## config.mk

```make
export PLATFORM = sky130hd
export DESIGN_NAME = router_link_stage
export DESIGN_NICKNAME = d
export VERILOG_FILES = /design/src/rtl/router_link_stage.sv
export SDC_FILE = /design/constraint.sdc
export NUM_CORES = 1
export LEC_CHECK = 0
export ABC_AREA = 1
export BUFFER_PORTS_ARGS = -buffer_cell sky130_fd_sc_hd__buf_4
export CORE_MARGIN = 3
export CORE_UTILIZATION = 49
export DETAILED_ROUTE_END_ITERATION = 10
export GPL_TIMING_DRIVEN = 1
export PLACE_DENSITY = 0.86
export SYNTH_ARGS = -nofsm -noshare
export SYNTH_HDL_FRONTEND = slang
export SYNTH_SLANG_ARGS = --single-unit
```

## constraint.sdc

```tcl
create_clock -name clk -period 4.35 [get_ports clk]
set_input_delay 0.6525 -clock clk [delete_from_list [all_inputs] [get_ports clk]]
set_output_delay 0.6525 -clock clk [all_outputs]
set_load 0.01 [all_outputs]
```

## src/rtl/router_link_stage.sv

```systemverilog
// Registered two-entry skid hop from a router outqueue port to the neighbouring mailbox.
// Off-grid destinations (and everything on a disabled edge link) are consumed and counted.
module router_link_stage #(
  parameter int unsigned MSG_WIDTH       = 48,
  parameter int unsigned CORDINATE_WIDTH = 4,
  parameter int unsigned GRID_ROWS       = 4,
  parameter int unsigned GRID_COLS       = 4,
  parameter bit          LINK_EN         = 1'b1,
  parameter int unsigned CNT_WIDTH       = 16
) (
  input  logic                 clk,
  input  logic                 reset,
  input  logic [MSG_WIDTH-1:0] in_value,
  input  logic                 in_valid,
  output logic                 in_ready,
  output logic [MSG_WIDTH-1:0] out_value,
  output logic                 out_valid,
  input  logic                 out_ready,
  output logic [CNT_WIDTH-1:0] fwd_count,
  output logic [CNT_WIDTH-1:0] drop_count
);

  logic [MSG_WIDTH-1:0]       head_q, head_d;
  logic [MSG_WIDTH-1:0]       tail_q, tail_d;
  logic [1:0]                 count_q, count_d;
  logic [CNT_WIDTH-1:0]       fwd_q, fwd_d;
  logic [CNT_WIDTH-1:0]       drop_q, drop_d;
  logic [CORDINATE_WIDTH-1:0] dest_row, dest_col;
  logic                       accept, pop, off_grid, drop, keep;

  // Handshake outputs come straight from flops so no comb path crosses the tile edge.
  assign in_ready  = (count_q != 2'd2);
  assign out_valid = (count_q != 2'd0);
  assign out_value = head_q;
  assign fwd_count  = fwd_q;
  assign drop_count = drop_q;

  assign accept = in_valid & in_ready;
  assign pop    = out_valid & out_ready;

  assign dest_row = in_value[MSG_WIDTH-1 -: CORDINATE_WIDTH];
  assign dest_col = in_value[MSG_WIDTH-1-CORDINATE_WIDTH -: CORDINATE_WIDTH];

  // Unsigned compare: wrapped -1 / broadcast codes land above the grid and are dropped.
  assign off_grid = (32'(dest_row) >= GRID_ROWS) || (32'(dest_col) >= GRID_COLS);
  assign drop     = !LINK_EN || off_grid;
  assign keep     = accept & ~drop;

  always_comb begin
    head_d = head_q;
    tail_d = tail_q;
    if (pop && count_q == 2'd2) begin
      head_d = tail_q;
    end
    if (keep) begin
      if (count_q == 2'd0 || (count_q == 2'd1 && pop)) begin
        head_d = in_value;
      end else begin
        tail_d = in_value;
      end
    end
  end

  always_comb begin
    count_d = count_q + 2'(keep) - 2'(pop);
    fwd_d   = fwd_q;
    drop_d  = drop_q;
    if (pop && fwd_q != '1) begin
      fwd_d = fwd_q + 1'b1;
    end
    if (accept && drop && drop_q != '1) begin
      drop_d = drop_q + 1'b1;
    end
  end

  always_ff @(posedge clk or posedge reset) begin
    if (reset) begin
      head_q  <= '0;
      tail_q  <= '0;
      count_q <= 2'd0;
      fwd_q   <= '0;
      drop_q  <= '0;
    end else begin
      head_q  <= head_d;
      tail_q  <= tail_d;
      count_q <= count_d;
      fwd_q   <= fwd_d;
      drop_q  <= drop_d;
    end
  end

endmodule

```

## Word-level counts from Yosys, hierarchy flattened

Index checks and enable logic that the tools add are counted.

| storage, ports and cells | value |
|---|---|
| input port bits | 52 |
| output and inout port bits | 82 |
| flip-flop bits (word level) | 130 |

| operators by class | value |
|---|---|
| equality and inequality tests | 5 |
| bitwise logic cells | 5 |
| mux-type cells | 3 |
| add/sub/neg operators | 4 |
| reduce and logical (&&, ||, !) cells | 10 |
| order comparisons | 2 |

Operator list:

| kind | count |
|---|---|
| 48-bit two-way mux | 3 |
| 16-bit by 1-bit adder with 16-bit output, second input constant | 2 |
| 16-bit != test, second input constant | 2 |
| 4-bit by 3-bit >= comparator with 1-bit output, second input constant | 2 |
| 1-bit logical AND | 5 |
| 1-bit bitwise AND | 3 |
| 2-bit by 1-bit adder with 2-bit output | 1 |
| 2-bit by 1-bit == test with 1-bit output, second input constant | 1 |
| 2-bit == test, second input constant | 1 |
| 2-bit zero test | 1 |
| 1-bit logical OR | 2 |
| 2-bit != test, second input constant | 1 |
| 1-bit NOT | 2 |
| 2-bit AND reduction | 1 |
| 2-bit nonzero test | 1 |
| 2-bit by 1-bit subtractor with 2-bit output | 1 |

## Longest topological paths before layout

| depth | value |
|---|---|
| word-level depth | 6 |
| depth in mapped cells | 9 |

## Worst setup path before layout

Ideal clock, no wire load.

| timing | value |
|---|---|
| path type | input port to flip-flop |
| start | input out_ready |
| end | register count_q[0] |
| stages on the path | 7 |
| arrival time | 1.602 ns |
| setup slack | 2.622 ns |
| library setup time | 0.126 ns |
| cells stage by stage | inv_1 -> a21oi_4 -> nand2_2 -> buf_6 -> buf_2 -> o21ai_0 -> ha_1 |

| on the way | value |
|---|---|
| cells in the longest elaborated chain, start to end | 2 |

Ends and longest elaborated chain:

| item | line | source |
|---|---|---|
| start: declaration | 18 | `input logic out_ready,` |
| 1-bit bitwise AND | 39 | `assign pop = out_valid & out_ready;` |
| 2-bit by 1-bit subtractor with 2-bit output | 65 | `count_d = count_q + 2'(keep) - 2'(pop);` |
| net count_d[0] | 25 | `logic [1:0] count_q, count_d;` |
| end signal: assignment | 86 | `count_q <= count_d;` |
| end: declaration | 25 |  |

The timed path passes the listed nets, and every way through them passes these cells.
A chain may end at the register's enable or synchronous reset.

## Worst setup path in the final report

| timing | value |
|---|---|
| start | register count_q[0] |
| end | register head_q[40], in the netlist out_value[40] |

| on the way | value |
|---|---|
| cells in the longest elaborated chain, start to end | 6 |

Ends and longest elaborated chain:

| item | line | source |
|---|---|---|
| 2-bit nonzero test | 33 | `assign out_valid = (count_q != 2'd0);` |
| 1-bit bitwise AND | 39 |  |
| 1-bit logical AND, on equally long branches | 52, 56 |  |
| 48-bit two-way mux or 1-bit logical OR (tied branches) | 52, 56 |  |
| 48-bit two-way mux | 56 | `if (count_q == 2'd0 \|\| (count_q == 2'd1 && pop)) begin` |
| 48-bit two-way mux (*) | 55 | `if (keep) begin` |
| net head_d[40] | 23 | `logic [MSG_WIDTH-1:0] head_q, head_d;` |
| end signal: assignment | 78 | `head_q <= '0;` |
| end signal: assignment | 84 | `head_q <= head_d;` |
| end: declaration | 23 |  |

Mark *: on every way through the listed nets, which the timed path passes. The rest lies on a longest branch.

==> impl_metrics.tcl <==
set metrics [dict create \
    syn_nets 874 \
    timing.final.crit_share 0.599 \
    cts_made_buffers 17 \
    rsz0062_at_grt "false" \
    die_y_um 119 \
    ys.flop_type "dfrtp_1" \
    start_util 0.509 \
    path_common_cell "nand2_1" \
    wl_per_cell_um 12.9 \
    cts_tree "done" \
    slowest_delay_ns 0.64 \
    async_flop_share 1.00 \
    setup-tns-final_ns 0 \
    die_area_um2 14100 \
    r2r-end "out_value[40]" \
    route.detailed.drc 0 \
    synth_seq_area_share 0.523 \
    postRouteWirelength_mm 14.5 \
    antenna_found_initial 0 \
    drive_gt1_frac 0.190 \
    drtPass1Iterations 5 \
    final_cell_mix "nand2_1 (361), buf_4 (139), dfrtp_1 (130)" \
    syn_avg_cell_area_um2 7.59 \
    diodes 0 \
    ys_types 24 \
    synth_area_um2 6210 \
    endpoint "out_value[40]" \
    syn_to_final_growth_pct 27.8 \
    grt_pass1_wl_mm 24.7 \
    track_usage 0.217 \
    synth_edf_count 0 \
    die_x_um 119 \
    cp_slowest_cell "nand2_2" \
    cts_root_buffer "clkbuf_16" \
    cts_max_level 4 \
    insertion_delay_ns 0.42 \
    numPortBuffers 133 \
    tightest_slew_ns 1.11 \
    synth_warnings 0 \
    dp_hpwl_mm 9.61 \
    power_mw 5.09 \
    worst-path-max-fanout 54 \
    slew_headroom 0.255 \
    cp.required_ns 4.61 \
    hold_violations 0 \
    path_cells "inv_2 -> a21oi_4 -> nand2_2 -> buf_4 -> nand2_1 -> nand2_1 -> nand2_1 -> o21ai_0" \
    drt-initial-drc-count 567 \
    r2r_slack_ns 1.75 \
    layout.nets 999 \
    worstRegToRegCells 8 \
    crit_type "reg2reg" \
    grt_max_degree 72 \
    gp_congestion 0.868 \
    clock_path_buffers 2 \
    cp-start-kind "register" \
    rr_startpoint "count_q[0]" \
    arrival_ns 2.87 \
    ios 134 \
    synth_cells 819 \
    num_rows 40 \
    grt.overflow.total 0 \
    ant_nets 0 \
    cts.sinks 130 \
    ctsResizeCount 0 \
    layout_commonest_cell "nand2_1" \
    path_clk_slew_ns 0.06 \
    max_cap_violations 0 \
    powerDensity_nw_per_um2 640 \
    p_leak_nw 4.20 \
    cts_hold_buf 0 \
    fmax_mhz 384 \
    run_status "finished, final reports clean" \
    grt_pass1_vias 5211 \
    setup_viol 0 \
    min_period_ns 2.60 \
    ys_ff_latch 130 \
    ir_drop_v 0.000444 \
    dr_total_vias 5517 \
    post_cts_buffers 0 \
    viasPerCell 4.90 \
    fin_skew_ns 0.00535 \
    endpoint_kind "register" \
    crit_start "count_q[0]" \
    hold_path_class "in2async" \
    drv_slew 0 \
    core-area_um2 12200 \
]
## power by group
part | internal, mW | switching [mW]
combinational | 0.716 | 0.912
sequential | 1.65 | 0.294
clock | 0.991 | 0.524
total | 3.35 | 1.73
## registers in the layout, indices dropped and copies added, names as in the netlist
signal      count
count_q         2
fwd_count      16
tail_q         48
out_value      48
drop_count     16
## cell families after synthesis
kind of cell    share of synthesized area
simple gates                        0.286
flops                               0.523
buf+inv                            0.0803
compound gates                     0.0854
xor+xnor                           0.0183
fa+ha+maj                         0.00604
## worst min-delay path by stage
stage | end | cells after the start
floorplan | tail_q[23] | 2
global placement | tail_q[23] | 2
detailed placement | tail_q[39] | 2
CTS | tail_q[39] | 3
global route | tail_q[41] | 3
finish | drop_count[0] | 2
## per-layer routing
| layer | wire length [um] | vias to the layer above | global-route usage | share of wire |
|---|---|---|---|---|
| li1 | - | 2782 | - | - |
| met5 | 0 | - | 0 | 0 |
| met2 | 6970 | 161 | 0.347 | 0.48 |
| met4 | 257 | 0 | 0.0797 | 0.018 |
| met1 | 6220 | 2552 | 0.276 | 0.43 |
| met3 | 1010 | 22 | 0.0694 | 0.070 |
## cell usage after synthesis, types with 4 or more instances
cell type / instances / area (um^2)
o21ai_0: 79 / 395
xnor2_1: 8 / 70.1
xor2_1: 5 / 43.8
o211ai_1: 10 / 75.1
nor2_1: 48 / 180
nand4_1: 10 / 62.6
inv_2: 4 / 15.0
buf_2: 18 / 90.1
a21oi_1: 4 / 20.0
dfrtp_1: 130 / 3250
nand3_1: 30 / 150
clkbuf_1: 11 / 41.3
nand2_1: 362 / 1360
inv_1: 82 / 308
## area by class of cell
cell class	count	area (um^2)
clock buffers	20	457
clock inverters	12	180
fillers	1042	4270
inverters	88	333
multi-input cells	568	2460
flip-flops and latches	130	3250
well taps	168	210
repair buffers	139	1040
## critical path, delay by kind of cell, from the launching register on
kind                   cells  cell delay, ns
AOI/OAI and AO/OA          2            0.56
buffers and inverters      2            0.64
DFF                        1            0.37
and+or+nand+nor            4            0.84
## metrics by stage
| step | worst slack [ns] | instances | hold slack [ns] | cell area [um^2] | util |
|---|---|---|---|---|---|
| global placement | 1.64 | 1093 | 0.463 | 7300 | 0.598 |
| global route | 1.52 | 1125 | 0.435 | 7940 | 0.650 |
| floorplan | 0.228 | 819 | 0.449 | 6210 | - |
| CTS | 1.76 | 1125 | 0.422 | 7940 | 0.650 |
| finish | 1.75 | 1125 | 0.429 | 7940 | 0.650 |
| detailed placement | 1.59 | 1093 | 0.466 | 7300 | 0.598 |
Power figures use the tool's default switching activity.
